File: config.mk
export PLATFORM = sky130hd
export DESIGN_NAME = rep_sub_divider
export DESIGN_NICKNAME = d
export VERILOG_FILES = /design/src/rtl/div_pkg.sv /design/src/rtl/div_datapath.sv /design/src/rtl/rep_sub_divider.sv
export SDC_FILE = /design/constraint.sdc
export NUM_CORES = 1
export LEC_CHECK = 0
export CORE_ASPECT_RATIO = 0.7
export CORE_UTILIZATION = 54
export DETAILED_ROUTE_END_ITERATION = 8
export PLACE_DENSITY = 0.81
export SLEW_MARGIN = 10
export SYNTH_ARGS = -nofsm -noshare
export SYNTH_HDL_FRONTEND = slang
export SYNTH_HIERARCHICAL = 1
export SYNTH_SLANG_ARGS = --single-unit
export TNS_END_PERCENT = 100
File: constraint.sdc
create_clock -name clk -period 4.45 [get_ports clk]
set_input_delay 0.445 -clock clk [delete_from_list [all_inputs] [get_ports clk]]
set_output_delay 0.445 -clock clk [all_outputs]
set_load 0.02 [all_outputs]
File: src/rtl/div_pkg.sv
// Shared definitions for the repeated-subtraction divider: controller state
// encoding and the default operand width.
package div_pkg;

    localparam int DIV_W_DEFAULT = 16;

    typedef enum logic [2:0] {
        ST_IDLE = 3'd0,
        ST_LDA  = 3'd1,
        ST_LDB  = 3'd2,
        ST_RUN  = 3'd3,
        ST_DONE = 3'd4
    } div_state_e;

endpackage

File: src/rtl/div_datapath.sv
// Datapath for the repeated-subtraction divider. It holds the remainder (R),
// divisor (D) and quotient (Q) registers. It also provides the R>=D
// comparator, the D==0 detect and the subtractor.
// Optional build macro: DIV_ONE_FASTPATH_EN adds the D==1 status and the
// single-cycle Q<=R, R<=0 load.
module div_datapath
    import div_pkg::*;
#(
    parameter int W = DIV_W_DEFAULT
) (
    input  logic         clk,
    input  logic         rst_n,
    input  logic [W-1:0] data_in,
    input  logic         load_r,   // R <= data_in
    input  logic         load_d,   // D <= data_in
    input  logic         clr_q,    // Q <= 0
    input  logic         step,     // R <= R - D, Q <= Q + 1
    input  logic         sat_q,    // Q <= all ones (divide by zero)
`ifdef DIV_ONE_FASTPATH_EN
    input  logic         fast,     // Q <= R, R <= 0 (divide by one)
    output logic         d_one,
`endif
    output logic [W-1:0] quotient,
    output logic [W-1:0] remainder,
    output logic         ge,
    output logic         dz
);

    logic [W-1:0] r_q, r_d;
    logic [W-1:0] d_q, d_d;
    logic [W-1:0] q_q, q_d;

    assign ge = (r_q >= d_q);
    assign dz = (d_q == '0);
`ifdef DIV_ONE_FASTPATH_EN
    assign d_one = (d_q == W'(1));
`endif

    assign quotient  = q_q;
    assign remainder = r_q;

    // Next-state selection for R, D and Q from the controller strobes.
    always_comb begin
        // NOTE: every combinational output gets a default first so that no
        // path through the block leaves it unassigned (which would infer a latch).
        r_d = r_q;
        d_d = d_q;
        q_d = q_q;
        if (load_r) r_d = data_in;
        if (load_d) d_d = data_in;
        if (clr_q)  q_d = '0;
        if (step) begin
            r_d = r_q - d_q;   // guarded by ge in the controller, never wraps
            q_d = q_q + W'(1);
        end
        if (sat_q) q_d = '1;
`ifdef DIV_ONE_FASTPATH_EN
        if (fast) begin
            q_d = r_q;
            r_d = '0;
        end
`endif
    end

    // Operand and result registers.
    always_ff @(posedge clk or negedge rst_n) begin
        // NOTE: sequential state uses non-blocking assignments so every
        // register samples the pre-edge values regardless of statement order.
        if (!rst_n) begin
            r_q <= '0;
            d_q <= '0;
            q_q <= '0;
        end else begin
            r_q <= r_d;
            d_q <= d_d;
            q_q <= q_d;
        end
    end

endmodule

File: src/rtl/rep_sub_divider.sv
// Iterative unsigned divider by repeated subtraction. The controller FSM
// loads the dividend and then the divisor over data_in. It subtracts once per
// cycle and holds the results in DONE until start is released.
// Optional build macro: DIV_ONE_FASTPATH_EN finishes a divide by one in a
// single RUN cycle.
module rep_sub_divider
    import div_pkg::*;
#(
    parameter int W = DIV_W_DEFAULT
) (
    input  logic         clk,
    input  logic         rst_n,
    input  logic         start,
    input  logic [W-1:0] data_in,
    output logic [W-1:0] quotient,
    output logic [W-1:0] remainder,
    output logic         busy,
    output logic         done,
    output logic         div_by_zero
);

    div_state_e state_q, state_d;
    logic       dbz_q, dbz_d;

    logic load_r, load_d, clr_q, step, sat_q;
    logic ge, dz;
`ifdef DIV_ONE_FASTPATH_EN
    logic fast, d_one;
`endif

    div_datapath #(.W(W)) u_datapath (
        .clk       (clk),
        .rst_n     (rst_n),
        .data_in   (data_in),
        .load_r    (load_r),
        .load_d    (load_d),
        .clr_q     (clr_q),
        .step      (step),
        .sat_q     (sat_q),
`ifdef DIV_ONE_FASTPATH_EN
        .fast      (fast),
        .d_one     (d_one),
`endif
        .quotient  (quotient),
        .remainder (remainder),
        .ge        (ge),
        .dz        (dz)
    );

    assign busy        = (state_q == ST_LDA) || (state_q == ST_LDB) || (state_q == ST_RUN);
    assign done        = (state_q == ST_DONE);
    assign div_by_zero = done && dbz_q;

    // Controller next state and datapath strobes.
    always_comb begin
        state_d = state_q;
        dbz_d   = dbz_q;
        load_r  = 1'b0;
        load_d  = 1'b0;
        clr_q   = 1'b0;
        step    = 1'b0;
        sat_q   = 1'b0;
`ifdef DIV_ONE_FASTPATH_EN
        fast    = 1'b0;
`endif
        unique case (state_q)
            ST_IDLE: begin
                if (start) state_d = ST_LDA;
            end
            ST_LDA: begin
                load_r  = 1'b1;
                clr_q   = 1'b1;
                dbz_d   = 1'b0;
                state_d = ST_LDB;
            end
            ST_LDB: begin
                load_d  = 1'b1;
                state_d = ST_RUN;
            end
            ST_RUN: begin
                if (dz) begin
                    sat_q   = 1'b1;
                    dbz_d   = 1'b1;
                    state_d = ST_DONE;
`ifdef DIV_ONE_FASTPATH_EN
                end else if (d_one && !dbz_q) begin
                    fast    = 1'b1;
                    state_d = ST_DONE;
`endif
                end else if (ge) begin
                    step = 1'b1;
                end else begin
                    state_d = ST_DONE;
                end
            end
            ST_DONE: begin
                // Holding start keeps the result; a new run needs start low first.
                if (!start) state_d = ST_IDLE;
            end
            default: state_d = ST_IDLE;
        endcase
    end

    // Controller state and divide-by-zero flag registers.
    always_ff @(posedge clk or negedge rst_n) begin
        if (!rst_n) begin
            state_q <= ST_IDLE;
            dbz_q   <= 1'b0;
        end else begin
            state_q <= state_d;
            dbz_q   <= dbz_d;
        end
    end

endmodule
Word-level counts from Yosys, hierarchy flattened
Cells that the tools add are included.

word-level totals
  bits of input ports = 19
  logic and storage cells = 45
  output and inout port bits = 35
  register bits after elaboration = 52

cells by class
  muxes and demuxes = 19
  reduce and logical (&&, ||, !) cells = 10
  magnitude comparators = 1
  eq/ne operators = 8
  $add $sub $neg = 2

operators by type and width
  operator                 number
  $mux W16                 5
  $add A16 B1 Y16 const B  1
  $ge A16 B16 Y1           1
  $logic_not A16 Y1        1
  $sub A16 B16 Y16         1
  $pmux W3 S5              1
  $mux W3                  4
  $mux W1                  8
  $eq A3 B2 Y1 const B     2
  $ne A2 B2 Y1 const B     3
  $reduce_bool A2 Y1       2
  $eq A3 B1 Y1 const B     1
  $eq A3 B3 Y1 const B     1
  $logic_not A3 Y1         1
  $ne A3 B3 Y1 const B     1
  $reduce_and A3 Y1        1
  $reduce_bool A3 Y1       1
  $logic_or A1 B1 Y1       2
  $pmux W1 S2              1
  $reduce_and A2 Y1        1
  $logic_and A1 B1 Y1      1

Logic depth before layout (Yosys ltp)
  word-level depth = 6
  mapped depth = 15

By module
Netlist, hierarchy kept.

modules (own cells, without submodules)
  module           times used  cells an instance  area an instance (µm²)  sequential area each (µm²)
  div_datapath     1           343                3076.7                  1201.2
  rep_sub_divider  1           25                 237.7                   100.1

Worst setup path before layout
OpenSTA, ideal clock, no wires.

  path kind = flip-flop to flip-flop
  start = reg u_datapath.r_q[0] (netlist: u_datapath/remainder[0])
  end = reg u_datapath.r_q[7] (netlist: u_datapath/remainder[7])
  period minus slack after synthesis = 3374 ps
  data required time = 4330 ps
  path buffers = 2
  arrival = 3253 ps
  stages on the path, launching flop included = 16
  setup slack = 1076 ps
  library setup time = 120 ps
  cell sequence = dfrtp_1 -> inv_1 -> ha_1 -> fa_1 -> nand2b_1 -> a211oi_1 -> o211ai_1 -> a21oi_1 -> nor4b_1 -> o21bai_1 -> nand2b_1 -> nor2_1 -> clkbuf_1 -> buf_1 -> nand3_1 -> o211a_1

on the way
  cells in the longest elaborated chain, start to end = 5
  elaborated cells on any way between the ends = 7
  those cells by class = add/sub (1); order compare (1); mux (4); reduce/logical (1)

RTL lines
  element                                                RTL line               RTL
  start, declared                                        div_datapath.sv:29     logic [W-1:0] r_q, r_d;
  start signal, assigned                                 div_datapath.sv:74     r_q <= r_d;
  $ge A16 B16 Y1 *                                       div_datapath.sv:33     assign ge = (r_q >= d_q);
  named net ge                                           rep_sub_divider.sv:26  logic ge, dz;
  $mux W1 *                                              rep_sub_divider.sv:90  end else if (ge) begin
  $mux W1 *                                              rep_sub_divider.sv:81  if (dz) begin
  $mux W1 *                                              rep_sub_divider.sv:66  unique case (state_q)
  named net step                                         rep_sub_divider.sv:25  logic load_r, load_d, clr_q, step, sat_q;
  $mux W16 / $reduce_bool A2 Y1 (equally long branches)  n/a

The timed path passes the listed nets; every way through them passes the cells marked *.
A chain may end at the register's enable or synchronous reset.

Worst setup path after layout
  start = reg u_datapath.r_q[0] (netlist: u_datapath/remainder[0])
  end = reg u_datapath.r_q[15] (netlist: u_datapath/remainder[15])

Same word-level chain as after synthesis.

==> results.toml <==
[run_status]
status = "completed"

[synthesis]
netlist_instances = 368
yosysTopAreaCellShare = 0.393
synth_cell_types = 47
synth_seq_cells = 52
yosysMostFrequentCell = "dfrtp_1"
yosysTopAreaCell = "dfrtp_1"
ys_seq_area_frac = 0.393
synth_ff_type = "dfrtp_1"
async_reset_ff_frac = 1.00
syn_avg_cell_area_um2 = 9.01
synthTopCellsByCount = "52 x dfrtp_1, 33 x nand2_1, 26 x a21oi_1"
ys_warn_count = 6
synth.net_count = 405
synth_edf_count = 0
synth_area_um2 = 3310
synth_area_leaders = "dfrtp_1 39%, ha_1 6.4%, xnor2_1 4.0%, a21oi_1 3.9%, nand2_1 3.7%"

[final_layout]
layout.cells.non_filler = 491
area_growth_pct = 22.0
diodes = 0
fin_nets = 452
drive_gt1_frac = 0.0529
fillers = 457
regArea_um2 = 1300
multi_input_area_um2 = 1880

[worst_setup_path]
worstSetupStartpointType = "register"
critPathCaptureType = "register"
cp.arrival_ns = 3.72
cp.required_ns = 4.64
worstPathMaxFanout = 46
criticalPathCategory = "reg -> reg"

[clock_tree]
cts_resized = 0
clockRootBuffer = "clkbuf_8"
postCtsHoldBufs = 0
post-cts-setup-buffers = 0
cts_buffers = 5
htreeDepth = 2
cts_tree = "yes"
clk-insertion-delay-late_ns = 0.31
clk_pin_slew_ns = 0.10
cts_num_sinks = 52
clockBufferDepth = 2

[grt]
grt_pass1_wl_um = 12900
grt_pass1_vias = 2650
grt_start_max_net_pins = 53
overflow = 0
antenna_found_initial = 0
grt_usage = 0.261

[sta]
setup-tns-final_ns = 0
post-route-period-util = 0.792
tightest_slew_ns = 1.15
relSlewSlack = 0.229
post-route-min-period_ns = 3.53
fmax_ghz = 0.284
setup_viol = 0
slew_violations = 0
finalClockSkew_ns = 0.00432
hold_violations = 0
rsz0062_at_grt = "false"

[detailed_routing]
drt_iter0_drc = 262
first_pass_iters = 5
drc_errors = 0
num_vias = 2958
drt_wl_total_um = 7960
drtAntennaViolNets = 0
viasPerCell = 6.02
wl_per_cell_um = 16.2

[floorplan]
die_h_um = 67.5
top_level_ports = 54
initial_core_util = 0.570
row_count = 23
design.die.area_um2 = 6460
die_w_um = 95.6
core_area_um2 = 5810

[placed_design]
dp.cells = 483
gp_congestion = 0.905
io_buffers = 53
place_hpwl_um = 5640

[run]
drv_cap = 0

[min_path]
hold_class = "in -> async"

[pwr]
total_power_w = 0.00329
p_per_area_nw_per_um2 = 813
p_leak_nw = 1.78
vdd_drop_max_mv = 0.425
-- flip-flops by register name, indices dropped and copies added (netlist names) --
signal and count:
u_datapath/quotient 16, dbz_q 1, state_q 3, u_datapath/d_q 16
u_datapath/remainder 16
-- final cells by class --
class | instances | share of cell area
clock buffer | 5 | 0.0170
clock inverter | 3 | 0.0105
inverter | 23 | 0.0213
multi-input combinational | 275 | 0.464
sequential | 52 | 0.322
tap | 75 | 0.0232
timing repair buffer | 58 | 0.142
-- kinds of logic after synthesis --
group,Yosys count,synth area share
XOR/XNOR,22,0.0581
adder cells (fa/ha/maj),18,0.0702
buffers and inverters,41,0.0468
AND/OR/NAND/NOR,124,0.207
AO/OA/AOI/OAI,105,0.206
multiplexers,6,0.0189
flip-flops,52,0.393
-- cell usage in the layout, fill, tap and decap left out, types with 4 or more instances in the layout --
master / synthesis / layout
dfrtp_1: 52 / 52
clkdlybuf4s50_1: 0 / 52
nand2_1: 33 / 33
a21oi_1: 26 / 26
inv_1: 23 / 23
o21ai_0: 23 / 23
ha_1: 17 / 17
nor2_1: 16 / 15
xnor2_1: 15 / 15
nor3b_1: 16 / 15
a211oi_1: 13 / 13
a211o_1: 13 / 13
nor2b_1: 12 / 12
nand3_1: 11 / 11
xor2_1: 7 / 7
nor4_1: 6 / 6
nand2b_1: 5 / 5
a31oi_1: 5 / 5
clkbuf_8: 0 / 5
nand3b_1: 4 / 4
o21bai_1: 4 / 4
buf_4: 0 / 4
nor3_1: 4 / 4
mux2i_1: 4 / 4
-- worst max-delay path, stage by stage, from the launching register on --
cell and delay [ns]:
dfrtp_1 0.35, inv_1 0.06, ha_1 0.23, fa_1 0.40, nand2b_1 0.19, a211oi_1 0.29, o211ai_1 0.18, a21oi_1 0.36
nor4b_1 0.11, o21bai_1 0.24, nand2b_1 0.15, nor2_4 0.14, buf_12 0.22, nor2b_1 0.20, and4_1 0.23, nor4b_1 0.06
-- metal layers --
layer  wire length [um]  vias to the layer above  GRT usage
met5                  0                        -          0
met4                 57                        0     0.0634
met3                505                       12     0.0541
met2               3360                      114      0.373
met1               4040                     1422      0.399
li1                   -                     1410          -
-- report_power, final --
part / internal, W / switching, W / leakage [nW]
Combinational: 0.000923 / 0.00123 / 1.07
Clock: 0.000167 / 0.000166 / 0.0541
Sequential: 0.000651 / 0.000153 / 0.659
-- final timing paths --
path	startpoint	end	slack [ns]	cells past startpoint
max in group asynchronous	rst_n	u_datapath/d_q[8]	3.75	2
worst min-delay path	rst_n	u_datapath/d_q[9]	0.24	2
worst max register to register	u_datapath/remainder[0]	u_datapath/remainder[15]	0.92	15
worst max-delay path	u_datapath/remainder[0]	u_datapath/remainder[15]	0.92	15
min in group clk	dbz_q	dbz_q	0.51	2
worst min register to register	dbz_q	dbz_q	0.51	2
-- per-stage QoR --
step | hold WS [ns] | area, um^2 | setup WS, ns | util
after floorplan | 0.149 | 3310 | 1.08 | -
after global placement | 0.498 | 3930 | 1.18 | 0.677
after detailed placement | 0.500 | 3930 | 1.00 | 0.677
after CTS | 0.274 | 4050 | 0.979 | 0.696
after global routing | 0.309 | 4050 | 0.651 | 0.696
final | 0.243 | 4050 | 0.924 | 0.696
No activity file was read; power rests on OpenSTA's default activity.
